--- config.mk ---
export PLATFORM = sky130hd
export DESIGN_NAME = riscv_core_cache_mem_arbiter
export DESIGN_NICKNAME = d
export VERILOG_FILES = /design/src/rtl/riscv_core_cache_mem_arbiter.sv
export SDC_FILE = /design/constraint.sdc
export NUM_CORES = 1
export LEC_CHECK = 0
export BUFFER_PORTS_ARGS = -buffer_cell sky130_fd_sc_hd__buf_2
export CAP_MARGIN = 40
export CORE_AREA = 5 5 481 483
export DETAILED_ROUTE_END_ITERATION = 8
export DIE_AREA = 0 0 486 488
export HOLD_SLACK_MARGIN = 0.05
export PLACE_DENSITY = 0.3
export SETUP_SLACK_MARGIN = 0.2
export SLEW_MARGIN = 20
export SYNTH_ARGS = -nofsm -noshare
export SYNTH_HDL_FRONTEND = slang
export SYNTH_SLANG_ARGS = --single-unit
--- constraint.sdc ---
create_clock -name i_clk -period 1.35 [get_ports i_clk]
set_input_delay 0.27 -clock i_clk [delete_from_list [all_inputs] [get_ports i_clk]]
set_output_delay 0.27 -clock i_clk [all_outputs]
set_load 0.005 [all_outputs]
--- src/rtl/riscv_core_cache_mem_arbiter.sv ---
// riscv_core_cache_mem_arbiter: round-robin owner of the shared AXI memory
// port, steering block requests from the icache and dcache controllers.
module riscv_core_cache_mem_arbiter #(
    parameter int ADDR_WIDTH     = 64,
    parameter int AXI_DATA_WIDTH = 256
) (
    input  logic                      i_clk,
    input  logic                      i_rst_n,
    input  logic                      i_ic_mem_req,
    input  logic [ADDR_WIDTH-1:0]     i_ic_addr,
    output logic                      o_ic_mem_done,
    input  logic                      i_dc_mem_req,
    input  logic                      i_dc_we,
    input  logic [ADDR_WIDTH-1:0]     i_dc_addr,
    input  logic [AXI_DATA_WIDTH-1:0] i_dc_wdata,
    output logic                      o_dc_mem_done,
    output logic [AXI_DATA_WIDTH-1:0] o_rdata,
    output logic                      o_axi_req,
    output logic                      o_axi_we,
    output logic [ADDR_WIDTH-1:0]     o_axi_addr,
    output logic [AXI_DATA_WIDTH-1:0] o_axi_wdata,
    input  logic                      i_axi_done,
    input  logic [AXI_DATA_WIDTH-1:0] i_axi_rdata,
    output logic                      o_busy
);

    typedef enum logic [1:0] {
        IDLE     = 2'b00,
        GRANT_IC = 2'b01,
        GRANT_DC = 2'b10
    } state_t;

    typedef enum logic {
        PTR_IC = 1'b0,
        PTR_DC = 1'b1
    } ptr_t;

    state_t r_state;
    state_t w_state_nxt;
    ptr_t   r_rr_ptr;
    ptr_t   w_rr_ptr_nxt;

    logic                      w_pick_dc;
    logic                      w_axi_req;
    logic                      w_axi_we;
    logic [ADDR_WIDTH-1:0]     w_axi_addr;
    logic [AXI_DATA_WIDTH-1:0] w_axi_wdata;
    logic                      w_ic_done;
    logic                      w_dc_done;
    logic                      w_busy;

    always_ff @(posedge i_clk or negedge i_rst_n) begin
        if (!i_rst_n) begin
            r_state  <= IDLE;
            r_rr_ptr <= PTR_IC;
        end else begin
            r_state  <= w_state_nxt;
            r_rr_ptr <= w_rr_ptr_nxt;
        end
    end

    // Dcache wins when it is the only requester or holds the priority.
    assign w_pick_dc = i_dc_mem_req
                     & (~i_ic_mem_req | (r_rr_ptr == PTR_DC));

    always_comb begin
        w_state_nxt  = r_state;
        w_rr_ptr_nxt = r_rr_ptr;
        w_axi_req    = 1'b0;
        w_axi_we     = 1'b0;
        w_axi_addr   = '0;
        w_axi_wdata  = '0;
        w_ic_done    = 1'b0;
        w_dc_done    = 1'b0;
        w_busy       = 1'b0;
        case (r_state)
            IDLE: begin
                if (i_ic_mem_req | i_dc_mem_req) begin
                    w_state_nxt = w_pick_dc ? GRANT_DC : GRANT_IC;
                end
            end
            GRANT_IC: begin
                w_busy     = 1'b1;
                w_axi_req  = ~i_axi_done;
                w_axi_addr = i_ic_addr;
                w_ic_done  = i_axi_done;
                if (i_axi_done) begin
                    w_state_nxt  = IDLE;
                    w_rr_ptr_nxt = PTR_DC;
                end
            end
            GRANT_DC: begin
                w_busy      = 1'b1;
                w_axi_req   = ~i_axi_done;
                w_axi_we    = i_dc_we;
                w_axi_addr  = i_dc_addr;
                w_axi_wdata = i_dc_wdata;
                w_dc_done   = i_axi_done;
                if (i_axi_done) begin
                    w_state_nxt  = IDLE;
                    w_rr_ptr_nxt = PTR_IC;
                end
            end
            default: begin
                w_state_nxt = IDLE;
            end
        endcase
    end

    // Everything is forced quiet while reset is held.
    assign o_axi_req     = i_rst_n & w_axi_req;
    assign o_axi_we      = i_rst_n & w_axi_we;
    assign o_axi_addr    = i_rst_n ? w_axi_addr  : '0;
    assign o_axi_wdata   = i_rst_n ? w_axi_wdata : '0;
    assign o_ic_mem_done = i_rst_n & w_ic_done;
    assign o_dc_mem_done = i_rst_n & w_dc_done;
    assign o_busy        = i_rst_n & w_busy;
    assign o_rdata       = i_rst_n ? i_axi_rdata : '0;

endmodule

==> flow_metrics.env <==
export IMPL_status="finished, violations left"
export IMPL_violations="negative setup slack"
export IMPL_use_met1_pct=17.1
export IMPL_max_stage_delay_ns=0.41
export IMPL_synth_largest_area_cell="and3_1"
export IMPL_crit_chain="inv_2 > ha_4 > buf_12 > buf_12 > clkbuf_16 > and3_1 > buf_2"
export IMPL_totalWireLength_um=199000
export IMPL_power_leakage_nw=8.94
export IMPL_synthFlopType="dfrtp_1"
export IMPL_vias=13100
export IMPL_viasPerCell=2.58
export IMPL_synth_cells=774
export IMPL_synth_area_top_cells="and3_1 (32%), and2_1 (32%), buf_6 (12%)"
export IMPL_clkSinkCount=3
export IMPL_netlist_cell_type_count=19
export IMPL_yosysSeqAreaShare_pct=1.50
export IMPL_grt_overflow=0
export IMPL_firstDrtPassIters=5
export IMPL_route_detailed_drc=0
export IMPL_final_common_cell="buf_2"
export IMPL_cts_root_buffer="clkbuf_16"
export IMPL_busiest_layer="met2"
export IMPL_initial_utilization_pct=2.21
export IMPL_critPathCaptureType="output pin"
export IMPL_worst_setup_hold_path_clk_slew_ns=0.03
export IMPL_antenna_found_initial=371
export IMPL_grt_max_degree=68
export IMPL_synthArstFlopShare_pct=100
export IMPL_grt_use_met3_pct=5.10
export IMPL_clock_path_buffers=2
export IMPL_fmax_mhz=477
export IMPL_final_nets=2647
export IMPL_cp_start_kind="flip-flop"
export IMPL_syn_nets=1424
export IMPL_powerDensity_nw_per_um2=777
export IMPL_wl_per_cell_um=39.3
export IMPL_rsz0062_at_grt="true"
export IMPL_numCtsBuffers=3
export IMPL_crit_type="reg -> out"
export IMPL_slew_viol_final=0
export IMPL_hold_buffers=0
export IMPL_cts_max_level=1
export IMPL_grt_pass1_wl_um=223000
export IMPL_cp_slowest_cell="dfrtp_1"
export IMPL_synth_top_area_share_pct=32.4
export IMPL_cp_common_cell="buf_12"
export IMPL_finalSetupTns_ns=-241.65
export IMPL_hp_class="in -> async"
export IMPL_gp_congestion=0.960
export IMPL_ys_warn_count=0
export IMPL_utilization_pct=7.54
export IMPL_arrival_ns=1.83
export IMPL_synth_seq_cells=3
export IMPL_hold_violations=0
export IMPL_p_total_w=0.0133
export IMPL_die_area_sq_um=237000
export IMPL_setup_viol=559
export IMPL_ir_drop_mv=0.568
export IMPL_place_ws_ns=-0.570
export IMPL_syn_area_per_cell_sq_um=6.46
export IMPL_finClkSkew_ns=0.00135
export IMPL_grtUsageTotal_pct=15.7
export IMPL_dieHeight_um=488
export IMPL_dp_hpwl_um=189000
export IMPL_cp_startpoint="r_state[0]"
export IMPL_use_met2_pct=29.5
export IMPL_final_cell_mix="buf_2 (1,133), and2_1 (256), and3_1 (241)"
export IMPL_synth_edff_count=0
export IMPL_layout_setup_ws_ns=-0.747
export IMPL_rows=175
export IMPL_fillCellCount=27000
export IMPL_critPathMaxFanout=10
export IMPL_slew_headroom_pct=64.9
export IMPL_timing_rr_start="r_state[0]"
export IMPL_period_needed_ns=2.10
export IMPL_required_ns=1.08
export IMPL_fin_crit_sh_pct=155
export IMPL_drtIter0Drc=473
export IMPL_core_area_sq_um=226000
export IMPL_clk_latency_ns=0.22
export IMPL_maxCapViolCount=0
export IMPL_io_pins=1227
export IMPL_synthesis_area_sq_um=5000
export IMPL_final_antenna_net_count=0
export IMPL_drive_above_1_share_pct=71.6
export IMPL_layout_area_overhead_vs_synth_pct=242
export IMPL_io_buffers=1226
export IMPL_fp_dieW_um=486
export IMPL_grt_pass1_vias=12700
export IMPL_holdWs_ns=0.200
export IMPL_cts_tree="yes"
export IMPL_worstMarginPinSlew_ns=0.527
## critical path, delay by kind of cell (launching register included)
| kind | cells | cell delay [ns] |
|---|---|---|
| adder cells (fa/ha/maj) | 1 | 0.21 |
| buffers and inverters | 5 | 0.77 |
| AND/OR/NAND/NOR | 1 | 0.15 |
| flip-flops | 1 | 0.41 |
## area by class of cell
cell class                 instances  area [sq um]  share of cell area, %
clock buffer                       4          78.8                  0.462
tap                             3009          3760                   22.0
antenna                           49           123                  0.718
sequential                         3          76.3                  0.447
inverter                           5          18.8                  0.110
timing repair buffer            1325          8480                   49.7
multi-input combinational        659          4530                   26.6
## routing by layer
layer  up-vias  share of wire, %
met1      5788                37
li1       5132                 -
met3       603               8.8
met4        18               3.9
met5         -             0.070
met2      1522                51
## cells by family after synthesis
logic type,Yosys count,share of synthesized area (%)
flip-flops,3,1.50
AO/OA/AOI/OAI,72,10.6
adder cells (fa/ha/maj),4,1.00
AND/OR/NAND/NOR,583,69.6
buffers and inverters,112,17.2
## flip-flops by register name, indices dropped and copies added, names as in the netlist
register / count
r_state: 2
r_rr_ptr: 1
## cells in the mapped netlist (2+ instances only)
| master | number |
|---|---|
| dfrtp_1 | 3 |
| and2_1 | 256 |
| buf_2 | 11 |
| clkbuf_2 | 23 |
| nor2_1 | 65 |
| nand2_1 | 2 |
| buf_6 | 52 |
| o21ai_0 | 4 |
| clkbuf_1 | 19 |
| buf_4 | 2 |
| and3_1 | 259 |
| ha_1 | 4 |
| a22oi_1 | 64 |
| inv_1 | 5 |
## power by group
| group | switching [W] | internal [W] | leakage, nW | total [W] |
|---|---|---|---|---|
| sequential | 0.0000453 | 0.000134 | 0.0362 | 0.000179 |
| clock | 0.0000782 | 0.000389 | 0.0385 | 0.000468 |
| combinational | 0.00690 | 0.00573 | 8.86 | 0.0126 |
## metrics by stage
stage	cell area [sq um]	instances
after floorplan	5350	774
after global placement	15800	4975
after detailed placement	15800	4975
after CTS	16300	4987
after global routing	17000	5042
final	17100	5054
## worst paths after layout
path / end / slack [ns] / cells past startpoint
setup / recovery: o_axi_wdata[185] / -0.75 / 7
hold / removal: r_rr_ptr / 0.20 / 3
setup reg to reg: r_rr_ptr / -0.29 / 9
hold reg to reg: r_rr_ptr / 0.50 / 2
max in group asynchronous: r_state[1] / 0.96 / 3
min in group i_clk: r_state[1] / 0.41 / 3
## what timing repair did
| item | in CTS | in global routing |
|---|---|---|
| pin swaps | 2 | 6 |
| hold endpoints to repair | 0 | 0 |
| setup buffers | 6 | 6 |
| gates resized for setup | 71 | 85 |
| endpoints found under the setup margin | 584 | 584 |
| gates cloned | 2 | 13 |
Note: power is estimated with default switching activity, not from simulation.
